### config.mk
export PLATFORM = sky130hd
export DESIGN_NAME = lloyds_block_loader
export DESIGN_NICKNAME = d
export VERILOG_FILES = /design/src/rtl/lloyds_pkg.sv /design/src/rtl/lloyds_block_buf.sv /design/src/rtl/lloyds_block_loader.sv
export SDC_FILE = /design/constraint.sdc
export NUM_CORES = 2
export LEC_CHECK = 0
export CAP_MARGIN = 5
export CORE_MARGIN = 10
export CORE_UTILIZATION = 50
export DETAILED_ROUTE_END_ITERATION = 8
export PLACE_DENSITY = 0.63
export SLEW_MARGIN = 25
export SYNTH_ARGS = -nofsm -noshare
export SYNTH_HDL_FRONTEND = slang
export SYNTH_HIERARCHICAL = 1
export SYNTH_SLANG_ARGS = --single-unit
### constraint.sdc
create_clock -name clk_in1 -period 7.2 [get_ports clk_in1]
set_input_delay 1.44 -clock clk_in1 [delete_from_list [all_inputs] [get_ports clk_in1]]
set_output_delay 1.44 -clock clk_in1 [all_outputs]
set_load 0.02 [all_outputs]
### src/rtl/lloyds_pkg.sv
// Shared defaults, FSM encoding and load-length helper for the Lloyd's block loader.
package lloyds_pkg;

  localparam int unsigned N_DEF      = 128;
  localparam int unsigned D_DEF      = 3;
  localparam int unsigned B_DEF      = 16;
  localparam int unsigned DATA_W_DEF = 32;

  localparam int unsigned BLK_WORDS  = B_DEF * D_DEF;
  localparam int unsigned MAX_ADDR   = (N_DEF - B_DEF) * D_DEF;

  typedef enum logic [1:0] {
    S_IDLE,
    S_LOAD,
    S_DONE
  } state_t;

  // Words to pull for a block starting at word offset addr; the last block may be short.
  function automatic logic [31:0] load_len(input logic [31:0] addr,
                                           input int unsigned n,
                                           input int unsigned d,
                                           input int unsigned b);
    logic [31:0] full_end;
    logic [31:0] tail_start;
    full_end   = 32'(n * d);
    tail_start = 32'((n - b) * d);
    if (addr <= tail_start) begin
      return 32'(b * d);
    end else if (addr < full_end) begin
      return full_end - addr;
    end else begin
      return '0;
    end
  endfunction

endpackage

### src/rtl/lloyds_block_buf.sv
// Simple dual-port block buffer: one write port, one registered read port (read-before-write).
module lloyds_block_buf #(
  parameter int unsigned DEPTH  = 48,
  parameter int unsigned DATA_W = 32,
  parameter int unsigned AW     = 6
) (
  input  logic              clk,
  input  logic              reset,
  input  logic              wr_en,
  input  logic [AW-1:0]     wr_addr,
  input  logic [DATA_W-1:0] wr_data,
  input  logic [AW-1:0]     rd_addr,
  output logic [DATA_W-1:0] rd_data
);

  logic [DATA_W-1:0] mem [DEPTH];

  always_ff @(posedge clk) begin
    if (wr_en) begin
      mem[wr_addr] <= wr_data;
    end
  end

  // Only the output register is reset; array contents persist across blocks.
  always_ff @(posedge clk) begin
    if (reset) begin
      rd_data <= '0;
    end else begin
      rd_data <= mem[rd_addr];
    end
  end

endmodule

### src/rtl/lloyds_block_loader.sv
// ap_ctrl_hs block loader: pulls one block of points from an ap_fifo stream into a local buffer
// and produces a 32-bit word checksum of the block.
module lloyds_block_loader
  import lloyds_pkg::*;
#(
  parameter int unsigned N      = N_DEF,
  parameter int unsigned D      = D_DEF,
  parameter int unsigned B      = B_DEF,
  parameter int unsigned DATA_W = DATA_W_DEF,
  localparam int unsigned AW    = $clog2(B * D)
) (
  input  logic              clk_in1,
  input  logic              reset,
  input  logic              ap_start,
  output logic              ap_done,
  output logic              ap_idle,
  output logic              ap_ready,
  input  logic [31:0]       block_address,
  input  logic [DATA_W-1:0] data_points_in_dout,
  input  logic              data_points_in_empty_n,
  output logic              data_points_in_read,
  input  logic [AW-1:0]     buf_rd_addr,
  output logic [DATA_W-1:0] buf_rd_data,
  output logic [31:0]       word_sum,
  output logic              word_sum_ap_vld
);

  localparam int unsigned BLK = B * D;
  localparam int unsigned CW  = $clog2(BLK + 1);

  state_t          state;
  logic [CW-1:0]   wcnt;
  logic [CW-1:0]   len_q;
  logic [CW-1:0]   len_next;
  logic [31:0]     sum;
  logic [31:0]     sum_next;
  logic            last_word;
  logic [AW-1:0]   wr_addr;

  assign len_next  = CW'(load_len(block_address, N, D, B));
  assign sum_next  = sum + 32'(data_points_in_dout);
  assign wr_addr   = AW'(wcnt);

  assign data_points_in_read = (state == S_LOAD) && data_points_in_empty_n &&
                               (wcnt < len_q) && !reset;
  assign last_word = data_points_in_read && (wcnt == len_q - CW'(1));

  always_ff @(posedge clk_in1) begin
    if (reset) begin
      state           <= S_IDLE;
      ap_idle         <= 1'b1;
      ap_done         <= 1'b0;
      ap_ready        <= 1'b0;
      word_sum_ap_vld <= 1'b0;
      word_sum        <= '0;
      sum             <= '0;
      wcnt            <= '0;
      len_q           <= '0;
    end else begin
      ap_done         <= 1'b0;
      ap_ready        <= 1'b0;
      word_sum_ap_vld <= 1'b0;
      unique case (state)
        S_IDLE: begin
          if (ap_start) begin
            len_q   <= len_next;
            wcnt    <= '0;
            sum     <= '0;
            ap_idle <= 1'b0;
            // An empty block skips LOAD so done lands one cycle after start.
            if (len_next == '0) begin
              state           <= S_DONE;
              ap_done         <= 1'b1;
              ap_ready        <= 1'b1;
              word_sum_ap_vld <= 1'b1;
              word_sum        <= '0;
            end else begin
              state <= S_LOAD;
            end
          end
        end
        S_LOAD: begin
          if (data_points_in_read) begin
            wcnt <= wcnt + CW'(1);
            sum  <= sum_next;
          end
          if (last_word) begin
            state           <= S_DONE;
            ap_done         <= 1'b1;
            ap_ready        <= 1'b1;
            word_sum_ap_vld <= 1'b1;
            word_sum        <= sum_next;
          end
        end
        S_DONE: begin
          state   <= S_IDLE;
          ap_idle <= 1'b1;
        end
        default: begin
          state   <= S_IDLE;
          ap_idle <= 1'b1;
        end
      endcase
    end
  end

  lloyds_block_buf #(
    .DEPTH (BLK),
    .DATA_W(DATA_W),
    .AW    (AW)
  ) u_buf (
    .clk    (clk_in1),
    .reset  (reset),
    .wr_en  (data_points_in_read),
    .wr_addr(wr_addr),
    .wr_data(data_points_in_dout),
    .rd_addr(buf_rd_addr),
    .rd_data(buf_rd_data)
  );

endmodule

# ---- After elaboration in Yosys (flattened, before gate mapping)
# Memory sizes are Yosys's and may differ from the RTL's. A register that Yosys moved wholly into a read port is not among the register bits.
# Cells that the tools add are included.
# W data, S select, Z words.
dict set report op_classes {
  add_sub_neg 4
  n_lt_le_gt_ge 3
  n_eq_ne 6
  mux 24
  bitwise_logic 1
  n_reduce_logical 13
}
# op n
set op_table {}
lappend op_table {{$mux W32} 5}
lappend op_table {{$pmux W32 S2} 2}
lappend op_table {{$add A32 B32 Y32} 1}
lappend op_table {{$le A32 B9 Y1 const B} 1}
lappend op_table {{$lt A32 B9 Y1 const B} 1}
lappend op_table {{$mux W6} 4}
lappend op_table {{$pmux W6 S2} 1}
lappend op_table {{$ne A2 B2 Y1 const B} 4}
lappend op_table {{$add A6 B1 Y6 const B} 1}
lappend op_table {{$eq A6 B6 Y1} 1}
lappend op_table {{$logic_not A6 Y1} 1}
lappend op_table {{$lt A6 B6 Y1} 1}
lappend op_table {{$mux W1} 6}
lappend op_table {{$mux W2} 3}
lappend op_table {{$reduce_and A2 Y1} 3}
lappend op_table {{$sub A1 B6 Y6 const A} 1}
lappend op_table {{$sub A6 B1 Y6 const B} 1}
lappend op_table {{$logic_and A1 B1 Y1} 4}
lappend op_table {{$pmux W1 S2} 2}
lappend op_table {{$pmux W2 S2} 1}
lappend op_table {{$reduce_and A4 Y1} 1}
lappend op_table {{$reduce_and A3 Y1} 1}
lappend op_table {{$eq A2 B1 Y1 const B} 1}
lappend op_table {{$logic_not A2 Y1} 1}
lappend op_table {{3 further kinds} 3}
dict set report word_totals {
  regBits 80
  ramBits 1536
  in_bits 74
  word_cells 59
  mem_count 1
}
# name words word_bits rd rd_clocked_by_memory_dff write_ports line_no
set mem_list {}
lappend mem_list {u_buf.mem 48 32 1 1 1 lloyds_block_buf.sv:16} ;# logic [DATA_W-1:0] mem [DEPTH];

# ---- Logic depth before layout (Yosys ltp)
dict set report logic_depth {
  ltp_word 7
  depth_mapped 12
  mapped_depth_nobuf 11
}

# ---- Hierarchy
# The synthesis kept the hierarchy.
# module n_inst cells_per_inst area_per_inst_um2 seq_area_each_um2
set modules_own_cells {}
lappend modules_own_cells {lloyds_block_buf 1 2719 59505.8 46764.9}
lappend modules_own_cells {lloyds_block_loader 1 609 4884.7 1601.5}

# ---- Least setup slack after synthesis
# Ideal clock, no wire load.
dict set report synth_timing {
  path_kind {input port to flip-flop}
  from {input reset}
  to {memory u_buf.mem[18][0] (enable)}
  setup_time_ns 0.461
  arrival_ns 4.980
  required_ns 6.739
  path_slack_ns 1.759
  cell_stages 8
  path_buffers 0
  cell_sequence {nor2_1 nand3_1 a21oi_1 nand2_1 inv_1 nor4bb_1 nand2_1 nor3_1}
}
dict set report synth_between {
  elab_chain_cells 4
}
# item line_no
set synth_rtl {}
lappend synth_rtl {{start: declaration} lloyds_block_loader.sv:13} ;# input logic reset,
lappend synth_rtl {{$logic_not A1 Y1} lloyds_block_loader.sv:45} ;# (wcnt < len_q) && !reset;
lappend synth_rtl {{$logic_and A1 B1 Y1} lloyds_block_loader.sv:45}
lappend synth_rtl {{via data_points_in_read} lloyds_block_loader.sv:21} ;# output logic data_points_in_read,
lappend synth_rtl {{$mux W1} lloyds_block_buf.sv:19} ;# if (wr_en) begin
lappend synth_rtl {{$mux W1 (not written as such)} lloyds_block_buf.sv:20} ;# mem[wr_addr] <= wr_data;
lappend synth_rtl {{end: declaration} lloyds_block_buf.sv:16}
# The timed path passes the listed nets, and every way through them passes these cells.

# ---- Worst setup path after layout
dict set report layout_timing {
  from {register wcnt[1]}
  to {output data_points_in_read}
}
dict set report layout_between {
  elab_chain_cells 3
}
# item line_no
set layout_rtl {}
lappend layout_rtl {{start: declaration} lloyds_block_loader.sv:32} ;# logic [CW-1:0] wcnt;
lappend layout_rtl {{start signal: assignment} lloyds_block_loader.sv:84} ;# wcnt <= wcnt + CW'(1);
lappend layout_rtl {{$lt A6 B6 Y1} lloyds_block_loader.sv:45}
lappend layout_rtl {{$logic_and A1 B1 Y1} lloyds_block_loader.sv:44} ;# assign data_points_in_read = (state == S_LOAD) && data_points_in_empty_n &&
lappend layout_rtl {{$logic_and A1 B1 Y1} lloyds_block_loader.sv:45}
lappend layout_rtl {{end: declaration} lloyds_block_loader.sv:21}
# Every way passes these cells.

==> impl_metrics.json <==
{
  "synth.most_common_cell": "sky130_fd_sc_hd__edfxtp_1",
  "gpl.final_weighted_congestion": 0.8613,
  "max-slew-margin-rel_pct": 17.17,
  "final_period_minus_worst_setup_slack_ns": 6.156,
  "grt_first_pass_wirelength_mm": 255.4,
  "synthesis.yosys.warnings": 6,
  "endpoint": "data_points_in_read",
  "grt_setup_unrepaired": "no",
  "clock-root-buffer": "sky130_fd_sc_hd__clkbuf_16",
  "route.detailed.drc": 0,
  "nFillCells": 9212,
  "synth_seq_area_share_pct": 75.11,
  "drt_pass1_iterations": 6,
  "fin_skew_ns": 0.04171,
  "synthDominantAreaCellType": "sky130_fd_sc_hd__edfxtp_1",
  "p_leak_uw": 0.02438,
  "holdBufCountCts": 0,
  "crit_path_max_fanout": 16,
  "htreeDepth": 4,
  "synth_top_cells_by_area": "sky130_fd_sc_hd__edfxtp_1, sky130_fd_sc_hd__mux4_2, sky130_fd_sc_hd__mux2i_1",
  "track_usage_pct": 25.28,
  "number_of_antenna_violations_at_the_first_check_in_global_routing": 20,
  "worst_ep_required_time_ns": 5.76,
  "post_drt_wl_per_cell_um": 33.65,
  "fmax_mhz": 162.4,
  "fin_setup_tns_ns": 0,
  "most_numerous_cell_types_in_the_synthesized_netlist": "sky130_fd_sc_hd__edfxtp_1, sky130_fd_sc_hd__mux2i_1, sky130_fd_sc_hd__mux4_2, sky130_fd_sc_hd__nor2_1, sky130_fd_sc_hd__dfxtp_1",
  "core-area_um2": 127700,
  "place_ws_ns": 1.649,
  "r2r-start": "wcnt[1]",
  "total_via_count_in_the_routed_design": 34720,
  "grt_busiest_layer": "met2",
  "design.die.area_um2": 143500,
  "clk_pin_slew_ns": 0.06,
  "grt.met2_usage_pct": 40.16,
  "tightest_slew_ns": 1.239,
  "post-synth-top-area-fraction_pct": 71.63,
  "drt-initial-drc-count": 4344,
  "power_per_cell_area_nw_per_um2": 271.9,
  "maxSlewViolCount": 0,
  "ys_async_sr_fraction_pct": 0,
  "clk_latency_ns": 0.81,
  "use_met3_pct": 5.459,
  "timing.critical_path.from": "wcnt[1]",
  "min_path_type": "reg2reg",
  "dieHeight_um": 378.9,
  "drv.max_cap_violation_count": 0,
  "criticalPathCategory": "reg2out",
  "final_critical_path_setup_slack_ns": 1.044,
  "groute.layer.met1.usage_pct": 34.76,
  "outcome": "finished clean",
  "worst-r2r-setup-slack_ns": 1.84,
  "syn-instance-count": 3328,
  "cts_sinks": 1648,
  "mappedNetlistNets": 3443,
  "routed_wirelength_mm": 182.2,
  "ios": 143,
  "post_cts_resized": 0,
  "drt-vias-per-instance": 6.413,
  "flop_and_latch_count_out_of_synthesis": 1648,
  "clock_path_buffers": 3,
  "timing_hold_violations_final": 0,
  "syn-cell-area_um2": 64390,
  "finalPower_uw": 20290,
  "synth.distinct_cells": 70,
  "maximum_vdd_ir_drop_v": 0.0002559,
  "io_buffer_count": 142,
  "cts_made_buffers": 167,
  "worst_setup_path_end_kind": "output pin",
  "synth_enable_flop_cells": 1536,
  "tritoncts_clock_tree": "built",
  "start_util_pct": 50.43,
  "final_antenna_net_count": 0,
  "detailedPlacementHpwl_mm": 115.1,
  "r2r_cells": 12,
  "num-nets-final": 3723,
  "cp-start-kind": "flip-flop",
  "postCtsSetupBuffers": 0,
  "syn2layout_area_growth_pct": 15.89,
  "drive_gt1_share_pct": 20.64,
  "finalCritPeriodShare_pct": 85.50,
  "die_w_um": 378.9,
  "via_count_of_the_first_global_routing_pass": 33770,
  "grt_start_max_net_pins": 77,
  "rows": 131,
  "gr-total-overflow": 0,
  "synth-main-ff-cell": "sky130_fd_sc_hd__edfxtp_1",
  "reg2reg_to": "u_buf/mem[22][13]",
  "critPathArrivalTime_ns": 4.72,
  "syn_avg_cell_area_um2": 19.35,
  "report.final.setup_viol": 0
}
## placed cells by master, fill, tap and decap left out, types with 8 or more instances in the layout
cell,instances
sky130_fd_sc_hd__mux4_2,249
sky130_fd_sc_hd__a2111oi_0,20
sky130_fd_sc_hd__nand2_1,75
sky130_fd_sc_hd__nor3_1,8
sky130_fd_sc_hd__a2111oi_1,21
sky130_fd_sc_hd__clkinv_2,25
sky130_fd_sc_hd__nor2b_1,9
sky130_fd_sc_hd__buf_2,41
sky130_fd_sc_hd__ha_1,40
sky130_fd_sc_hd__a21o_1,13
sky130_fd_sc_hd__nor2_4,45
sky130_fd_sc_hd__o22ai_1,66
sky130_fd_sc_hd__buf_12,18
sky130_fd_sc_hd__clkbuf_16,170
sky130_fd_sc_hd__clkdlybuf4s50_1,106
sky130_fd_sc_hd__mux2i_1,301
sky130_fd_sc_hd__xor2_1,13
sky130_fd_sc_hd__clkbuf_1,42
sky130_fd_sc_hd__nor2_1,67
sky130_fd_sc_hd__edfxtp_1,1536
sky130_fd_sc_hd__a21oi_1,96
sky130_fd_sc_hd__nand2b_1,16
sky130_fd_sc_hd__o21ai_0,33
sky130_fd_sc_hd__a22oi_1,102
sky130_fd_sc_hd__a2111oi_2,24
sky130_fd_sc_hd__inv_1,23
sky130_fd_sc_hd__clkinv_1,25
sky130_fd_sc_hd__bufinv_16,18
sky130_fd_sc_hd__buf_16,25
sky130_fd_sc_hd__buf_4,101
sky130_fd_sc_hd__dfxtp_1,112
sky130_fd_sc_hd__a21boi_1,33
sky130_fd_sc_hd__a22o_1,34
sky130_fd_sc_hd__nand3_1,36
sky130_fd_sc_hd__a211oi_1,40
sky130_fd_sc_hd__xnor2_1,27
## state kept, by name, indices dropped and copies added, names as in the netlist
register,flops
wcnt,6
ap_idle,1
word_sum_ap_vld,1
len_q,6
u_buf/rd_data,32
u_buf/mem,1536
word_sum,32
state,2
sum,32
## critical path, cell delays in order, from the launching register on
cell                              delay [ns]
sky130_fd_sc_hd__dfxtp_1                0.94
sky130_fd_sc_hd__ha_1                   0.36
sky130_fd_sc_hd__nor2b_1                0.14
sky130_fd_sc_hd__o21a_1                 0.17
sky130_fd_sc_hd__o21a_1                 0.17
sky130_fd_sc_hd__o211ai_1               0.30
sky130_fd_sc_hd__nand2_1                0.39
sky130_fd_sc_hd__inv_1                  0.68
sky130_fd_sc_hd__clkdlybuf4s50_1        0.76
## worst min-delay path by stage
stage / start / endpoint / slack [ns] / cells after the start
2_1_floorplan: sum[10] / sum[10] / 0.44 / 2
3_3_place_gp: sum[17] / sum[17] / 0.44 / 2
3_5_place_dp: sum[0] / sum[0] / 0.45 / 2
4_1_cts: sum[10] / sum[10] / 0.46 / 2
5_1_grt: sum[10] / sum[10] / 0.48 / 2
6_report: sum[10] / sum[10] / 0.45 / 2
## per-layer routing
layer | vias to the layer above | share of wire (%)
li1 | 14320 | -
met3 | 271 | 9.9
met4 | 8 | 3.5
met2 | 1921 | 48
met1 | 18200 | 38
met5 | - | 0.030
## report_power, final
part           internal [uW]  switching, uW  total, uW
combinational            350            741       1090
clock                   5070           3630       8700
sequential             10500           21.7      10500
## area by class of cell
| cell class | instances | area [um^2] | share of cell area [%] |
|---|---|---|---|
| diodes | 6 | 15.01 | 0.02012 |
| clock buffers | 218 | 4494 | 6.023 |
| clock inverters | 89 | 1040 | 1.393 |
| inverters | 24 | 90.09 | 0.1207 |
| multi-input cells | 1472 | 15400 | 20.64 |
| flip-flops and latches | 1648 | 48370 | 64.82 |
| well taps | 1662 | 2079 | 2.787 |
| repair buffers | 295 | 3129 | 4.194 |
## kinds of logic (layout without fill, tap and decap cells)
family                   after synthesis  count (layout)  synth area share (%)
flip-flops                          1648            1648                 75.11
other                                  0               6                     0
multiplexers                         557             557                 13.67
adder cells (fa/ha/maj)               41              41                0.8083
AO/OA/AOI/OAI                        525             525                 5.759
XOR/XNOR                              41              41                0.5791
buffers and inverters                208             626                 1.856
AND/OR/NAND/NOR                      308             308                 2.209
## through the flow
step / instances / area (um^2) / utilization, % / hold slack [ns]
finish: 5414 / 74620 / 58.44 / 0.4535
global route: 5408 / 74600 / 58.43 / 0.4772
global placement: 5052 / 67880 / 53.16 / 0.4447
detailed placement: 5072 / 68360 / 53.54 / 0.4496
floorplan: 3328 / 64390 / - / 0.4356
CTS: 5379 / 73890 / 57.87 / 0.4579
No activity file was read; power rests on OpenSTA's default activity.
